**config.mk**
```make
export PLATFORM = sky130hd
export DESIGN_NAME = riscv_dmem_if_flat
export DESIGN_NICKNAME = d
export VERILOG_FILES = /design/src/rtl/riscv_dmem_if_if.sv /design/src/rtl/riscv_dmem_if.sv /design/src/flat_wrapper.sv
export SDC_FILE = /design/constraint.sdc
export NUM_CORES = 1
export LEC_CHECK = 0
export ABC_AREA = 1
export CORE_MARGIN = 2
export CORE_UTILIZATION = 41
export DETAILED_ROUTE_END_ITERATION = 10
export GPL_ROUTABILITY_DRIVEN = 0
export HOLD_SLACK_MARGIN = 0.1
export PLACE_DENSITY_LB_ADDON = 0.3
export SKIP_CTS_REPAIR_TIMING = 1
export SYNTH_ARGS = -nofsm -noshare
export SYNTH_HDL_FRONTEND = slang
export SYNTH_SLANG_ARGS = --single-unit
```
**constraint.sdc**
```tcl
create_clock -name clk -period 2.29 [get_ports clk]
set_clock_uncertainty 0.1 [all_clocks]
set_input_delay 0.687 -clock clk [delete_from_list [all_inputs] [get_ports clk]]
set_output_delay 0.687 -clock clk [all_outputs]
set_load 0.005 [all_outputs]
```
**src/rtl/riscv_dmem_if_if.sv**
```systemverilog
// LSU-side and bus-side port bundles for riscv_dmem_if.
// dmem_size encoding: 0=BYTE 1=HWORD 2=WORD 3=DWORD 4=UNDEF_SIZE.
interface riscv_dmem_lsu_if #(
   parameter int XLEN = 32
);
   typedef logic [2:0] biu_size_t;

   logic            dmem_req;
   logic [XLEN-1:0] dmem_adr;
   logic [XLEN-1:0] dmem_d;
   logic            dmem_we;
   biu_size_t       dmem_size;
   logic            dmem_kill;
   logic            dmem_ack;
   logic [XLEN-1:0] dmem_q;
   logic            dmem_misaligned;
   logic            dmem_page_fault;
   logic            dmem_err;

   modport master (
      output dmem_req, dmem_adr, dmem_d, dmem_we, dmem_size, dmem_kill,
      input  dmem_ack, dmem_q, dmem_misaligned, dmem_page_fault, dmem_err
   );

   modport slave (
      input  dmem_req, dmem_adr, dmem_d, dmem_we, dmem_size, dmem_kill,
      output dmem_ack, dmem_q, dmem_misaligned, dmem_page_fault, dmem_err
   );
endinterface

interface riscv_dmem_bus_if #(
   parameter int XLEN = 32
);
   logic              bus_req;
   logic [XLEN-1:0]   bus_adr;
   logic              bus_we;
   logic [XLEN/8-1:0] bus_be;
   logic [XLEN-1:0]   bus_d;
   logic              bus_ack;
   logic              bus_err;
   logic [XLEN-1:0]   bus_q;

   modport master (
      output bus_req, bus_adr, bus_we, bus_be, bus_d,
      input  bus_ack, bus_err, bus_q
   );

   modport slave (
      input  bus_req, bus_adr, bus_we, bus_be, bus_d,
      output bus_ack, bus_err, bus_q
   );
endinterface

```
**src/rtl/riscv_dmem_if.sv**
```systemverilog
// Single-outstanding bridge from the load/store unit to an ack-based data bus.
// Optional bus watchdog is enabled by defining RISCV_DMEM_TIMEOUT_EN.
module riscv_dmem_if #(
   parameter int XLEN    = 32,
   parameter int TIMEOUT = 255
) (
   input logic              clk,
   input logic              rst,
   riscv_dmem_lsu_if.slave  lsu,
   riscv_dmem_bus_if.master bus
);
   localparam int BEW  = XLEN / 8;
   localparam int OFFW = $clog2(BEW);

   localparam logic [2:0] SZ_BYTE  = 3'd0;
   localparam logic [2:0] SZ_HWORD = 3'd1;
   localparam logic [2:0] SZ_WORD  = 3'd2;
   localparam logic [2:0] SZ_DWORD = 3'd3;

   typedef enum logic [1:0] {IDLE, BUSY, DRAIN, RESP} state_t;

   state_t          state_q;
   logic            bus_req_q;
   logic            bus_we_q;
   logic [XLEN-1:0] bus_adr_q;
   logic [XLEN-1:0] bus_d_q;
   logic [BEW-1:0]  bus_be_q;
   logic            ack_q;
   logic            mis_q;
   logic            err_q;
   logic [XLEN-1:0] q_q;

   logic [OFFW-1:0] off;
   logic [2:0]      size;
   logic            aligned_d;
   logic [BEW-1:0]  be_d;
   logic            done;
   logic            expired;

   assign off  = lsu.dmem_adr[OFFW-1:0];
   assign size = lsu.dmem_size;
   assign done = bus.bus_ack | bus.bus_err;

   always_comb begin
      aligned_d = 1'b0;
      be_d      = '0;
      case (size)
         SZ_BYTE: begin
            aligned_d = 1'b1;
            be_d      = BEW'(1) << off;
         end
         SZ_HWORD: begin
            aligned_d = ~lsu.dmem_adr[0];
            be_d      = BEW'(3) << off;
         end
         SZ_WORD: begin
            aligned_d = (lsu.dmem_adr[1:0] == 2'b00);
            be_d      = BEW'(15) << off;
         end
         SZ_DWORD: begin
            aligned_d = (XLEN == 64) && (lsu.dmem_adr[2:0] == 3'b000);
            be_d      = '1;
         end
         default: ;
      endcase
   end

`ifdef RISCV_DMEM_TIMEOUT_EN
   localparam int CNT_W = $clog2(TIMEOUT + 1);
   logic [CNT_W-1:0] cnt_q;

   assign expired = (cnt_q == CNT_W'(TIMEOUT));

   // Restarts on every entry to BUSY (from IDLE) and to DRAIN (kill in BUSY).
   always_ff @(posedge clk) begin
      if (rst || state_q == IDLE || state_q == RESP || (state_q == BUSY && lsu.dmem_kill))
         cnt_q <= '0;
      else if (!expired)
         cnt_q <= cnt_q + 1'b1;
   end
`else
   localparam int unused_timeout = TIMEOUT;
   assign expired = 1'b0;
`endif

   always_ff @(posedge clk) begin
      if (rst) begin
         state_q   <= IDLE;
         bus_req_q <= 1'b0;
         bus_we_q  <= 1'b0;
         bus_adr_q <= '0;
         bus_d_q   <= '0;
         bus_be_q  <= '0;
         ack_q     <= 1'b0;
         mis_q     <= 1'b0;
         err_q     <= 1'b0;
         q_q       <= '0;
      end else begin
         // Status and read data are only meaningful in the single RESP cycle.
         ack_q <= 1'b0;
         mis_q <= 1'b0;
         err_q <= 1'b0;
         q_q   <= '0;
         case (state_q)
            IDLE: begin
               if (lsu.dmem_req && !lsu.dmem_kill) begin
                  if (aligned_d) begin
                     state_q   <= BUSY;
                     bus_req_q <= 1'b1;
                     bus_adr_q <= {lsu.dmem_adr[XLEN-1:OFFW], OFFW'(0)};
                     bus_we_q  <= lsu.dmem_we;
                     bus_be_q  <= be_d;
                     bus_d_q   <= lsu.dmem_d;
                  end else begin
                     state_q <= RESP;
                     ack_q   <= 1'b1;
                     mis_q   <= 1'b1;
                  end
               end
            end
            BUSY: begin
               if (done) begin
                  bus_req_q <= 1'b0;
                  if (lsu.dmem_kill) begin
                     state_q <= IDLE;
                  end else begin
                     state_q <= RESP;
                     ack_q   <= 1'b1;
                     err_q   <= bus.bus_err;
                     q_q     <= bus_we_q ? '0 : bus.bus_q;
                  end
               end else if (expired) begin
                  bus_req_q <= 1'b0;
                  if (lsu.dmem_kill) begin
                     state_q <= IDLE;
                  end else begin
                     state_q <= RESP;
                     ack_q   <= 1'b1;
                     err_q   <= 1'b1;
                  end
               end else if (lsu.dmem_kill) begin
                  state_q <= DRAIN;
               end
            end
            DRAIN: begin
               if (done || expired) begin
                  bus_req_q <= 1'b0;
                  state_q   <= IDLE;
               end
            end
            RESP:    state_q <= IDLE;
            default: state_q <= IDLE;
         endcase
      end
   end

   assign bus.bus_req          = bus_req_q;
   assign bus.bus_adr          = bus_adr_q;
   assign bus.bus_we           = bus_we_q;
   assign bus.bus_be           = bus_be_q;
   assign bus.bus_d            = bus_d_q;
   assign lsu.dmem_ack         = ack_q;
   assign lsu.dmem_q           = q_q;
   assign lsu.dmem_misaligned  = mis_q;
   assign lsu.dmem_err         = err_q;
   assign lsu.dmem_page_fault  = 1'b0;
endmodule

```
**src/flat_wrapper.sv**
```systemverilog
// flat-port wrapper written by rule: the top's interface ports become plain ports
module riscv_dmem_if_flat 
#(
   parameter int XLEN    = 32,
   parameter int TIMEOUT = 255
)
  (clk, rst, lsu_dmem_req, lsu_dmem_adr, lsu_dmem_d, lsu_dmem_we, lsu_dmem_size, lsu_dmem_kill, lsu_dmem_ack, lsu_dmem_q, lsu_dmem_misaligned, lsu_dmem_page_fault, lsu_dmem_err, bus_bus_req, bus_bus_adr, bus_bus_we, bus_bus_be, bus_bus_d, bus_bus_ack, bus_bus_err, bus_bus_q);
  riscv_dmem_lsu_if #(.XLEN(XLEN)) lsu_i ();
  riscv_dmem_bus_if #(.XLEN(XLEN)) bus_i ();
  input logic clk;
  input logic rst;
  input wire logic [$bits(lsu_i.dmem_req)-1:0] lsu_dmem_req;
  input wire logic [$bits(lsu_i.dmem_adr)-1:0] lsu_dmem_adr;
  input wire logic [$bits(lsu_i.dmem_d)-1:0] lsu_dmem_d;
  input wire logic [$bits(lsu_i.dmem_we)-1:0] lsu_dmem_we;
  input wire logic [$bits(lsu_i.dmem_size)-1:0] lsu_dmem_size;
  input wire logic [$bits(lsu_i.dmem_kill)-1:0] lsu_dmem_kill;
  output wire logic [$bits(lsu_i.dmem_ack)-1:0] lsu_dmem_ack;
  output wire logic [$bits(lsu_i.dmem_q)-1:0] lsu_dmem_q;
  output wire logic [$bits(lsu_i.dmem_misaligned)-1:0] lsu_dmem_misaligned;
  output wire logic [$bits(lsu_i.dmem_page_fault)-1:0] lsu_dmem_page_fault;
  output wire logic [$bits(lsu_i.dmem_err)-1:0] lsu_dmem_err;
  output wire logic [$bits(bus_i.bus_req)-1:0] bus_bus_req;
  output wire logic [$bits(bus_i.bus_adr)-1:0] bus_bus_adr;
  output wire logic [$bits(bus_i.bus_we)-1:0] bus_bus_we;
  output wire logic [$bits(bus_i.bus_be)-1:0] bus_bus_be;
  output wire logic [$bits(bus_i.bus_d)-1:0] bus_bus_d;
  input wire logic [$bits(bus_i.bus_ack)-1:0] bus_bus_ack;
  input wire logic [$bits(bus_i.bus_err)-1:0] bus_bus_err;
  input wire logic [$bits(bus_i.bus_q)-1:0] bus_bus_q;
  assign lsu_i.dmem_req = lsu_dmem_req;
  assign lsu_i.dmem_adr = lsu_dmem_adr;
  assign lsu_i.dmem_d = lsu_dmem_d;
  assign lsu_i.dmem_we = lsu_dmem_we;
  assign lsu_i.dmem_size = lsu_dmem_size;
  assign lsu_i.dmem_kill = lsu_dmem_kill;
  assign lsu_dmem_ack = lsu_i.dmem_ack;
  assign lsu_dmem_q = lsu_i.dmem_q;
  assign lsu_dmem_misaligned = lsu_i.dmem_misaligned;
  assign lsu_dmem_page_fault = lsu_i.dmem_page_fault;
  assign lsu_dmem_err = lsu_i.dmem_err;
  assign bus_bus_req = bus_i.bus_req;
  assign bus_bus_adr = bus_i.bus_adr;
  assign bus_bus_we = bus_i.bus_we;
  assign bus_bus_be = bus_i.bus_be;
  assign bus_bus_d = bus_i.bus_d;
  assign bus_i.bus_ack = bus_bus_ack;
  assign bus_i.bus_err = bus_bus_err;
  assign bus_i.bus_q = bus_bus_q;
  riscv_dmem_if #(.XLEN(XLEN), .TIMEOUT(TIMEOUT)) u_core (.clk(clk), .rst(rst), .lsu(lsu_i), .bus(bus_i));
endmodule
```
==> results.ini, run 1 <==
[run_status]
status = completed

[global_route]
grt_start_max_net_pins = 36
overflow = 0
grt_pass1_vias = 3492
antenna_found_initial = 0
grtUsageTotal_pct = 20.56
grt_pass1_wl_mm = 16.23

[synth]
synth_mux_area_share_pct = 0
synthSimpleGateAreaFrac_pct = 22.11
avgSynthCellArea_um2 = 7.922
synth_top_area_share_pct = 56.45
yosysTopAreaCell = dfxtp_1
synth.area.top_cells = dfxtp_1 (56%), nor2_1 (17%), o21ai_0 (8.3%), inv_1 (4.5%), buf_6 (3.3%)
synth-adder-area-share_pct = 1.008
syn_inst = 470
synthDistinctLibCells = 23
yosysWarnings = 0
ys_ff_latch = 105
synth.yosys.seq_area_share_pct = 56.45
yosys.area_share.xor_xnor_pct = 0
synth_top_family_by_area = simple AND/OR/NAND/NOR gates
syn_area_um2 = 3724
synth-compound-area-share_pct = 9.913

[setup_path]
critical_path_required_ns = 1.50
critPathLaunchType = flop
arrival_ns = 1.25
endpoint_kind = output pin
r2r_slack_ns = 0.59
crit_buf_inv = 1
cp_top_family = buffers and inverters
r2r-end = u_core.bus.bus_be[0]
crit_type = reg -> out
ff2ff_path_depth = 9
path_cells = clkdlybuf4s50_1
cpMaxStageDelayCell = clkdlybuf4s50_1
slowest_delay_ns = 0.54
crit_fanout = 2
regToRegStartpoint = u_core.state_q[0]

[final_layout]
final_util_pct = 69.87
nets = 784
final_area_um2 = 6123
area_delta_synth_final_pct = 64.45
n_antenna_cell = 0
drive_gt1_share_pct = 5.441

[cts]
htreeDepth = 3
clk_pin_slew_ns = 0.10
insertion_delay_ns = 0.35
cts.sinks = 105
clockBufferDepth = 2
cts_tree = built
numCtsBuffers = 9
root_buffer = clkbuf_8

[drt]
antenna_left = 0
vias_per_cell = 4.565
route.detailed.drc = 0
wl_per_cell_um = 13.14
firstDrtPassIters = 4
vias = 3597
finalWirelength_mm = 10.35
drt_iter0_markers = 79

[placement]
hpwl_mm = 7.942
io_buffers = 208
postPlaceCellArea_um2 = 5897
dp_slack_ns = -0.06426

[power]
pwr-share-comb_pct = 20.4
power.clock.fraction_pct = 31.1
swShare_pct = 25.31
p_int_mw = 3.086
p_sw_mw = 1.046
max-vdd-ir-drop_v = 0.0003560
seq_power_share_pct = 48.5
powerDensity_nw_per_um2 = 674.8
p_leak_nw = 2.505

[min_path]
holdPathStages = 2
hold_start = u_core.bus.bus_be[2]
hold_end = u_core.bus.bus_be[2]
holdCritPathClass = reg -> reg

[die]
boundaryPins = 212
core.rowCount = 34
die-area_um2 = 9860
start_util_pct = 42.49
fp.dieW_um = 99.30
coreArea_um2 = 8763
chipHeight_um = 99.30

[sta]
period_share_pct = 89.05
timing.fmax_mhz = 490.4
slew_violations = 0
hold_ws_ns = 0.3736
fin_ws_ns = 0.2506
fin_tns_setup_ns = 0
setup_viol = 0
rsz0062_at_grt = false
fin_crit_ns = 2.039
hold_viol = 0

[flow_run]
drv_cap = 0

==> registers in the layout, indices dropped and copies added, names as in the netlist <==
| signal | count |
|---|---|
| u_core.bus.bus_d | 32 |
| u_core.lsu.dmem_q | 32 |
| u_core.bus.bus_adr | 30 |
| u_core.bus.bus_be | 4 |
| u_core.state_q | 2 |
| u_core.bus.bus_req | 1 |
| u_core.bus.bus_we | 1 |
| u_core.lsu.dmem_ack | 1 |
| u_core.lsu.dmem_err | 1 |
| u_core.lsu.dmem_misaligned | 1 |
==> stage by stage <==
stage	total power [mW]	std cells
after floorplan	2.410	472
after global placement	2.858	772
after detailed placement	2.892	772
after CTS	4.173	788
after global routing	4.346	788
final	4.132	788
==> power groups by stage <==
stage	Sequential [mW]	Clock [mW]	Combinational, mW
finish	2.00	1.29	0.844
global route	2.02	1.39	0.935
CTS	2.00	1.32	0.851
detailed placement	2.05	0	0.847
global placement	2.04	0	0.819
floorplan	2.05	0	0.359
==> area by class of cell <==
| class | instances | area (um^2) |
|---|---|---|
| Fill cell | 699 | 2640 |
| Clock buffer | 11 | 141.4 |
| Sequential cell | 105 | 2102 |
| Multi-Input combinational cell | 290 | 1241 |
| Tap cell | 108 | 135.1 |
| Clock inverter | 5 | 85.08 |
| Timing Repair Buffer | 220 | 2235 |
| Inverter | 49 | 183.9 |
==> cell usage in the layout, fill, tap and decap left out, drive strengths merged, types with 2 or more instances in the layout <==
cell type,instances
dfxtp,105
clkdlybuf4s50,208
inv,51
buf,12
nand2,31
ha,3
bufinv,2
nor2,169
clkbuf,11
o21ai,68
a21oi,5
conb,3
nand3,8
==> tightest hold or removal path, cell delays in order (launching register included) <==
cell	delay (ns)
dfxtp_1	0.32
nand2_1	0.06
a21oi_1	0.05
==> synth_stat cells <==
| cell | n |
|---|---|
| nor2_1 | 167 |
| dfxtp_1 | 105 |
| o21ai_0 | 62 |
| inv_1 | 45 |
| nand2_1 | 29 |
| buf_6 | 11 |
| clkbuf_1 | 9 |
| nand3_1 | 8 |
| a21oi_1 | 5 |
| o21ai_1 | 5 |
| buf_2 | 4 |
| inv_2 | 4 |
| buf_4 | 3 |
| ha_1 | 3 |
| nor2_2 | 2 |
| buf_1 | 1 |
| conb_1 | 1 |
| nand2_2 | 1 |
| nand2_4 | 1 |
| nand4_1 | 1 |
| nor3_1 | 1 |
| o21ai_2 | 1 |
| or2_2 | 1 |
==> kinds of logic after synthesis <==
group / count (synthesis)
AND/OR/NAND/NOR: 211
flip-flops: 105
buffers and inverters: 77
AO/OA/AOI/OAI: 73
adder cells (fa/ha/maj): 3
other: 1
==> how the worst max path moves through the flow <==
stage	start	endpoint	slack, ns	cells after the start
after CTS	u_core.bus.bus_be[1]	bus_bus_be[1]	0.22	1
after detailed placement	lsu_dmem_adr[0]	u_core.bus.bus_be[1]	-0.06	9
after global routing	lsu_dmem_adr[0]	u_core.bus.bus_be[2]	0.15	9
after floorplan	lsu_dmem_size[2]	u_core.bus.bus_d[17]	0.53	8
after global placement	lsu_dmem_adr[0]	u_core.bus.bus_be[2]	0.004	9
final	u_core.bus.bus_be[1]	bus_bus_be[1]	0.25	1
==> per-layer routing <==
metal | up-vias | part of all wire, % | GRT usage, %
li1 | 1834 | - | -
met1 | 1603 | 41 | 22.66
met2 | 144 | 50 | 37.89
met4 | 0 | 1.7 | 7.271
met3 | 16 | 8.2 | 5.481
met5 | - | 0 | 0
(Power assumes the default switching activity.)
==> run 2, diff against run 1 <==
- CORE_UTILIZATION: 41 -> 60
- DONT_BUFFER_PORTS: unset -> 1
- SKIP_CTS_REPAIR_TIMING: 1 -> unset
==> run 2 against run 1 <==
Worst setup slack improved by 0.14 ns. Final cell count is 31% lower. Highest routed layer unchanged. Power fell by 13%. Hold slack worse by 0.080 ns. Largest power group unchanged. Global-route usage grew 1.5 points. Non-clock buffer count is 215 lower. Critical path type is now reg -> reg. Sequential power rose by 2%. Die area shrank 31%.
==> results.ini, run 2 (synthesized netlist as in run 1, its figures left out) <==
[run_status]
status = completed

[sta]
fin_tns_setup_ns = 0  ; unchanged
hold_viol = 0  ; unchanged
period_share_pct = 83.05  ; -6.0 points
slew_violations = 0  ; unchanged
timing.fmax_mhz = 525.8  ; +7.2%
rsz0062_at_grt = false
slew_headroom_pct = 61.84
setup_viol = 0  ; unchanged
fin_crit_ns = 1.902  ; -0.1374 ns
worstMarginPinSlew_ns = 0.5723

[drt]
vias_per_cell = 5.154  ; +13%
wl_per_cell_um = 14.68  ; +12%
finalWirelength_mm = 7.926  ; -23%
vias = 2783  ; -23%
firstDrtPassIters = 4  ; unchanged
drt_iter0_markers = 122  ; +54%
route.detailed.drc = 0  ; unchanged
antenna_left = 0  ; unchanged

[global_route]
use_met2_pct = 41.37  ; +3.5 points
grt_pass1_wl_mm = 11.37  ; -30%
met1_usage_pct = 21.05  ; -1.6 points
grtUsageTotal_pct = 22.03  ; +1.5 points
antenna_found_initial = 0  ; unchanged
grt_start_max_net_pins = 48  ; +33%
grt-busiest-layer = met2
overflow = 0  ; unchanged
grt_pass1_vias = 2480  ; -29%
grtUsageMet3_pct = 9.957  ; +4.5 points

[power]
power_mw = 3.578  ; -13%
max-vdd-ir-drop_v = 0.0006036  ; +70%
powerDensity_nw_per_um2 = 921.1  ; +37%
p_leak_nw = 1.689  ; -33%

[final_layout]
final_common_cell = nor2_1
layout_common_cells = nor2_1 (167), dfxtp_1 (105), o21ai_0 (62), inv_1 (45), nand2_1 (29)
fill_cells = 518  ; -26%
instances_no_fill = 540  ; -31%
drive_gt1_share_pct = 6.667  ; +1.2 points
area_delta_synth_final_pct = 4.335
n_antenna_cell = 0  ; unchanged
nets = 569  ; -27%
multi_input_area_um2 = 1241  ; unchanged
regArea_um2 = 2102  ; unchanged

[die]
chipHeight_um = 82.78  ; -17%
core.rowCount = 28  ; -18%
fp.dieW_um = 82.78  ; -17%
start_util_pct = 62.52  ; +20 points
coreArea_um2 = 5956  ; -32%
die-area_um2 = 6852  ; -31%
boundaryPins = 212  ; unchanged

[placement]
io_buffers = 0  ; -100%
dp.cells = 524  ; -32%
hpwl_mm = 5.910  ; -26%

[setup_path]
r2r_slack_ns = 0.39  ; -0.20 ns
regToRegStartpoint = u_core.state_q[0]
critPathLaunchType = flop
path_cells = inv_1, ha_1, nand3_1, inv_1, nand2_4, inv_2, buf_4, nand2_1, a21oi_1
arrival_ns = 2.08  ; +0.83 ns
crit_type = reg -> reg
crit_fanout = 36  ; +34
r2r-end = u_core.bus.bus_be[3]
endpoint_kind = flop
slowest_delay_ns = 0.34  ; -0.20 ns
ff2ff_path_depth = 9  ; unchanged
critical_path_required_ns = 2.47  ; +0.97 ns
cp_common_cell = inv_1
cpMaxStageDelayCell = dfxtp_1

[cts]
htreeDepth = 3  ; unchanged
cts_tree = built
cts_setup_buffers = 0
hold_buffers = 0
clockBufferDepth = 2  ; unchanged
clk_pin_slew_ns = 0.09  ; about the same
root_buffer = clkbuf_8
insertion_delay_ns = 0.35  ; about the same
numCtsBuffers = 9  ; unchanged
cts.sinks = 105  ; unchanged
cts-resized-gates = 0

[min_path]
holdCritPathClass = in -> reg
hold_start = rst
holdPathStages = 1  ; -1
hold_end = u_core.bus.bus_be[2]

[flow_run]
drv_cap = 0  ; unchanged

-- run 2: worst max-delay path: cells and delay by family, from the launching register on --
kind,cells,cell delay [ns]
compound gates,1,0.13
simple gates,3,0.39
buf+inv,4,0.60
fa+ha+maj,1,0.26
flops,1,0.34
-- run 2: worst max-delay path by stage --
stage                           end  cells after the start         startpoint  slack [ns]
2_1_floorplan  u_core.bus.bus_d[17]                      8   lsu_dmem_size[2]        0.53
3_3_place_gp   u_core.bus.bus_be[3]                      8   lsu_dmem_size[2]        0.27
3_5_place_dp   u_core.bus.bus_be[3]                      8   lsu_dmem_size[2]        0.22
4_1_cts        u_core.bus.bus_be[3]                      9  u_core.state_q[1]        0.38
5_1_grt        u_core.bus.bus_be[1]                      9  u_core.state_q[1]        0.18
6_report       u_core.bus.bus_be[3]                      9  u_core.state_q[0]        0.39
-- run 2: layout make-up --
| cell class | instances | share of cell area (%) |
|---|---|---|
| Clock buffer | 9 | 3.188 |
| Timing Repair Buffer | 5 | 1.610 |
| Tap cell | 75 | 2.415 |
| Sequential cell | 105 | 54.11 |
| Multi-Input combinational cell | 290 | 31.95 |
| Clock inverter | 7 | 1.997 |
| Inverter | 49 | 4.734 |
-- run 2: through the flow --
stage	cell area, um^2	utilization, %	worst slack [ns]	hold slack (ns)
after floorplan	3731	-	0.5322	0.3537
after global placement	3684	61.85	0.2717	0.3837
after detailed placement	3684	61.85	0.2151	0.3886
after CTS	3885	65.23	0.3823	0.2716
after global routing	3885	65.23	0.1772	0.2717
final	3885	65.23	0.3881	0.2939
-- run 2: routing by layer --
layer,vias up,wire (um)
met5,-,0
met4,0,96
met3,11,846
met2,122,4246
met1,1241,2736
li1,1409,-
-- run 2: where the power goes --
group          internal [mW]  switching, mW
Clock                  0.517          0.619
Sequential              1.95         0.0892
Combinational          0.147          0.258
Total                   2.61          0.966
==> run 3, diff against run 2 <==
- clock period: 2.29 -> 1.9 ns (I/O delays scaled with it)
==> run 3 against run 2 <==
Critical endpoint is now u_core.lsu.dmem_q[22]. Utilization increased by 0.46 points. Routed wire length grew 4.4%. Sequential cell count is the same. Clock-buffer cell count grew 1. Cell area is 0.71% higher. Via count rose by 1.8%. Global-route usage grew 0.64 points. First-iteration DRC count up 52%. Non-clock buffer count rose by 1. Critical path depth shrank 2. Final cell count up 0.19%. Worst setup slack got worse by 0.26 ns. Largest power group unchanged.
==> results.ini, run 3 (synthesized netlist as in run 1, its figures left out) <==
[die]
fp.dieW_um = 82.78  ; unchanged
coreArea_um2 = 5956  ; unchanged
die-area_um2 = 6852  ; unchanged
chipHeight_um = 82.78  ; unchanged
start_util_pct = 62.52  ; unchanged
core.rowCount = 28  ; unchanged
boundaryPins = 212  ; unchanged

[sta]
setup_viol = 0  ; unchanged
fin_tns_setup_ns = 0  ; unchanged
slew_violations = 0  ; unchanged
rsz0062_at_grt = false
worstMarginPinSlew_ns = 0.5786  ; +0.006257 ns
fin_ws_ns = 0.1242  ; -0.2639 ns
hold_ws_ns = 0.1750  ; -0.1189 ns
slew_headroom_pct = 61.43  ; -0.42 points
fin_crit_ns = 1.776  ; -0.1261 ns
timing.fmax_mhz = 563.1  ; +7.1%
period_share_pct = 93.46  ; +10 points
hold_viol = 0  ; unchanged

[setup_path]
ff2ff_path_depth = 7  ; -2
regToRegStartpoint = u_core.state_q[1]
critical_path_required_ns = 2.07  ; -0.40 ns
crit_buf_inv = 1  ; -3
r2r_slack_ns = 0.12  ; -0.26 ns
r2r-end = u_core.lsu.dmem_q[22]
cpMaxStageDelayCell = or2_2
crit_fanout = 32  ; -11%
cp_common_cell = nand2_1
crit_type = reg -> reg
crit_cells = 7  ; -2
slowest_delay_ns = 0.52  ; +0.18 ns
arrival_ns = 1.95  ; -0.13 ns
path_cells = inv_1, ha_1, nand2_1, nor2_2, nand2_1, or2_2, nor2_1
cp_top_family = simple AND/OR/NAND/NOR gates
endpoint_kind = flop
critPathLaunchType = flop

[cts]
insertion_delay_ns = 0.34  ; about the same
root_buffer = clkbuf_8
cts_setup_buffers = 0  ; unchanged
clk_pin_slew_ns = 0.10  ; about the same
cts_tree = built
cts.sinks = 105  ; unchanged
clockBufferDepth = 2  ; unchanged
htreeDepth = 3  ; unchanged
numCtsBuffers = 9  ; unchanged

[final_layout]
nets = 570  ; +0.18%
instances_no_fill = 541  ; +0.19%
final_util_pct = 65.69  ; +0.46 points
final_area_um2 = 3913  ; +0.71%
drive_gt1_share_pct = 7.082  ; +0.41 points
area_delta_synth_final_pct = 5.074
layout_common_cells = nor2_1 (167), dfxtp_1 (105), o21ai_0 (62), inv_1 (45), nand2_1 (29)
final_common_cell = nor2_1
n_antenna_cell = 0  ; unchanged

[global_route]
overflow = 0  ; unchanged
grtUsageTotal_pct = 22.67  ; +0.64 points
grt_pass1_wl_mm = 11.66  ; +2.6%
grt_start_max_net_pins = 68  ; +42%
antenna_found_initial = 0  ; unchanged
grt_pass1_vias = 2547  ; +2.7%

[min_path]
holdPathStages = 1  ; unchanged
hold_end = u_core.bus.bus_be[2]
holdCritPathClass = in -> reg
hold_start = rst

[drt]
firstDrtPassIters = 4  ; unchanged
finalWirelength_mm = 8.273  ; +4.4%
drt_iter0_markers = 185  ; +52%
antenna_left = 0  ; unchanged
vias = 2834  ; +1.8%
route.detailed.drc = 0  ; unchanged
vias_per_cell = 5.238  ; +1.6%
wl_per_cell_um = 15.29  ; +4.2%

[power]
p_int_mw = 3.069  ; +17%
pwr-share-comb_pct = 12.2  ; +0.9 points
power.clock.fraction_pct = 30.0  ; -1.7 points
seq_power_share_pct = 57.8  ; +0.9 points
power_mw = 4.250  ; +19%
max-vdd-ir-drop_v = 0.0005846  ; -3.1%
powerDensity_nw_per_um2 = 1086  ; +18%
p_sw_mw = 1.181  ; +22%
swShare_pct = 27.79  ; +0.80 points
p_leak_nw = 1.692  ; +0.14%

[flow_run]
drv_cap = 0  ; unchanged

[placement]
io_buffers = 0  ; unchanged
dp_slack_ns = 0.01949  ; -0.1956 ns
dp.cells = 524  ; unchanged
postPlaceCellArea_um2 = 3696  ; +0.34%
hpwl_mm = 5.946  ; +0.61%

[run_status]
status = completed

## run 3: cell type report
class	count	area, um^2
flip-flops and latches	105	2102
multi-input cells	290	1244
clock inverters	6	47.55
repair buffers	6	103.9
well taps	75	93.84
clock buffers	10	137.6
inverters	49	183.9
fillers	524	2043
## run 3: timing repair
action,4_1_cts,5_1_grt
endpoints found under the setup margin,0,12
hold buffers,0,0
gates resized for setup,0,2
## run 3: worst max path at each step
stage                            end              start
6_report       u_core.lsu.dmem_q[22]  u_core.state_q[1]
2_1_floorplan   u_core.bus.bus_d[17]   lsu_dmem_size[2]
4_1_cts         u_core.bus.bus_be[0]  u_core.state_q[0]
3_5_place_dp   u_core.lsu.dmem_q[22]        bus_bus_err
5_1_grt        u_core.lsu.dmem_q[22]  u_core.state_q[1]
3_3_place_gp    u_core.bus.bus_be[3]   lsu_dmem_size[2]
## run 3: layer usage
| layer | global-route usage (%) | up-vias | part of all wire (%) |
|---|---|---|---|
| met5 | 0 | - | 0 |
| met4 | 11.48 | 0 | 1.8 |
| met1 | 23.01 | 1273 | 36 |
| li1 | - | 1406 | - |
| met3 | 7.900 | 15 | 10 |
| met2 | 40.97 | 140 | 52 |
## run 3: power by group through the flow
| stage | combinational (mW) | clock [mW] | sequential, mW |
|---|---|---|---|
| after global routing | 0.605 | 1.38 | 2.47 |
| final | 0.520 | 1.27 | 2.46 |
| after floorplan | 0.433 | 0 | 2.47 |
| after detailed placement | 0.501 | 0 | 2.51 |
| after global placement | 0.477 | 0 | 2.50 |
| after CTS | 0.503 | 1.30 | 2.46 |
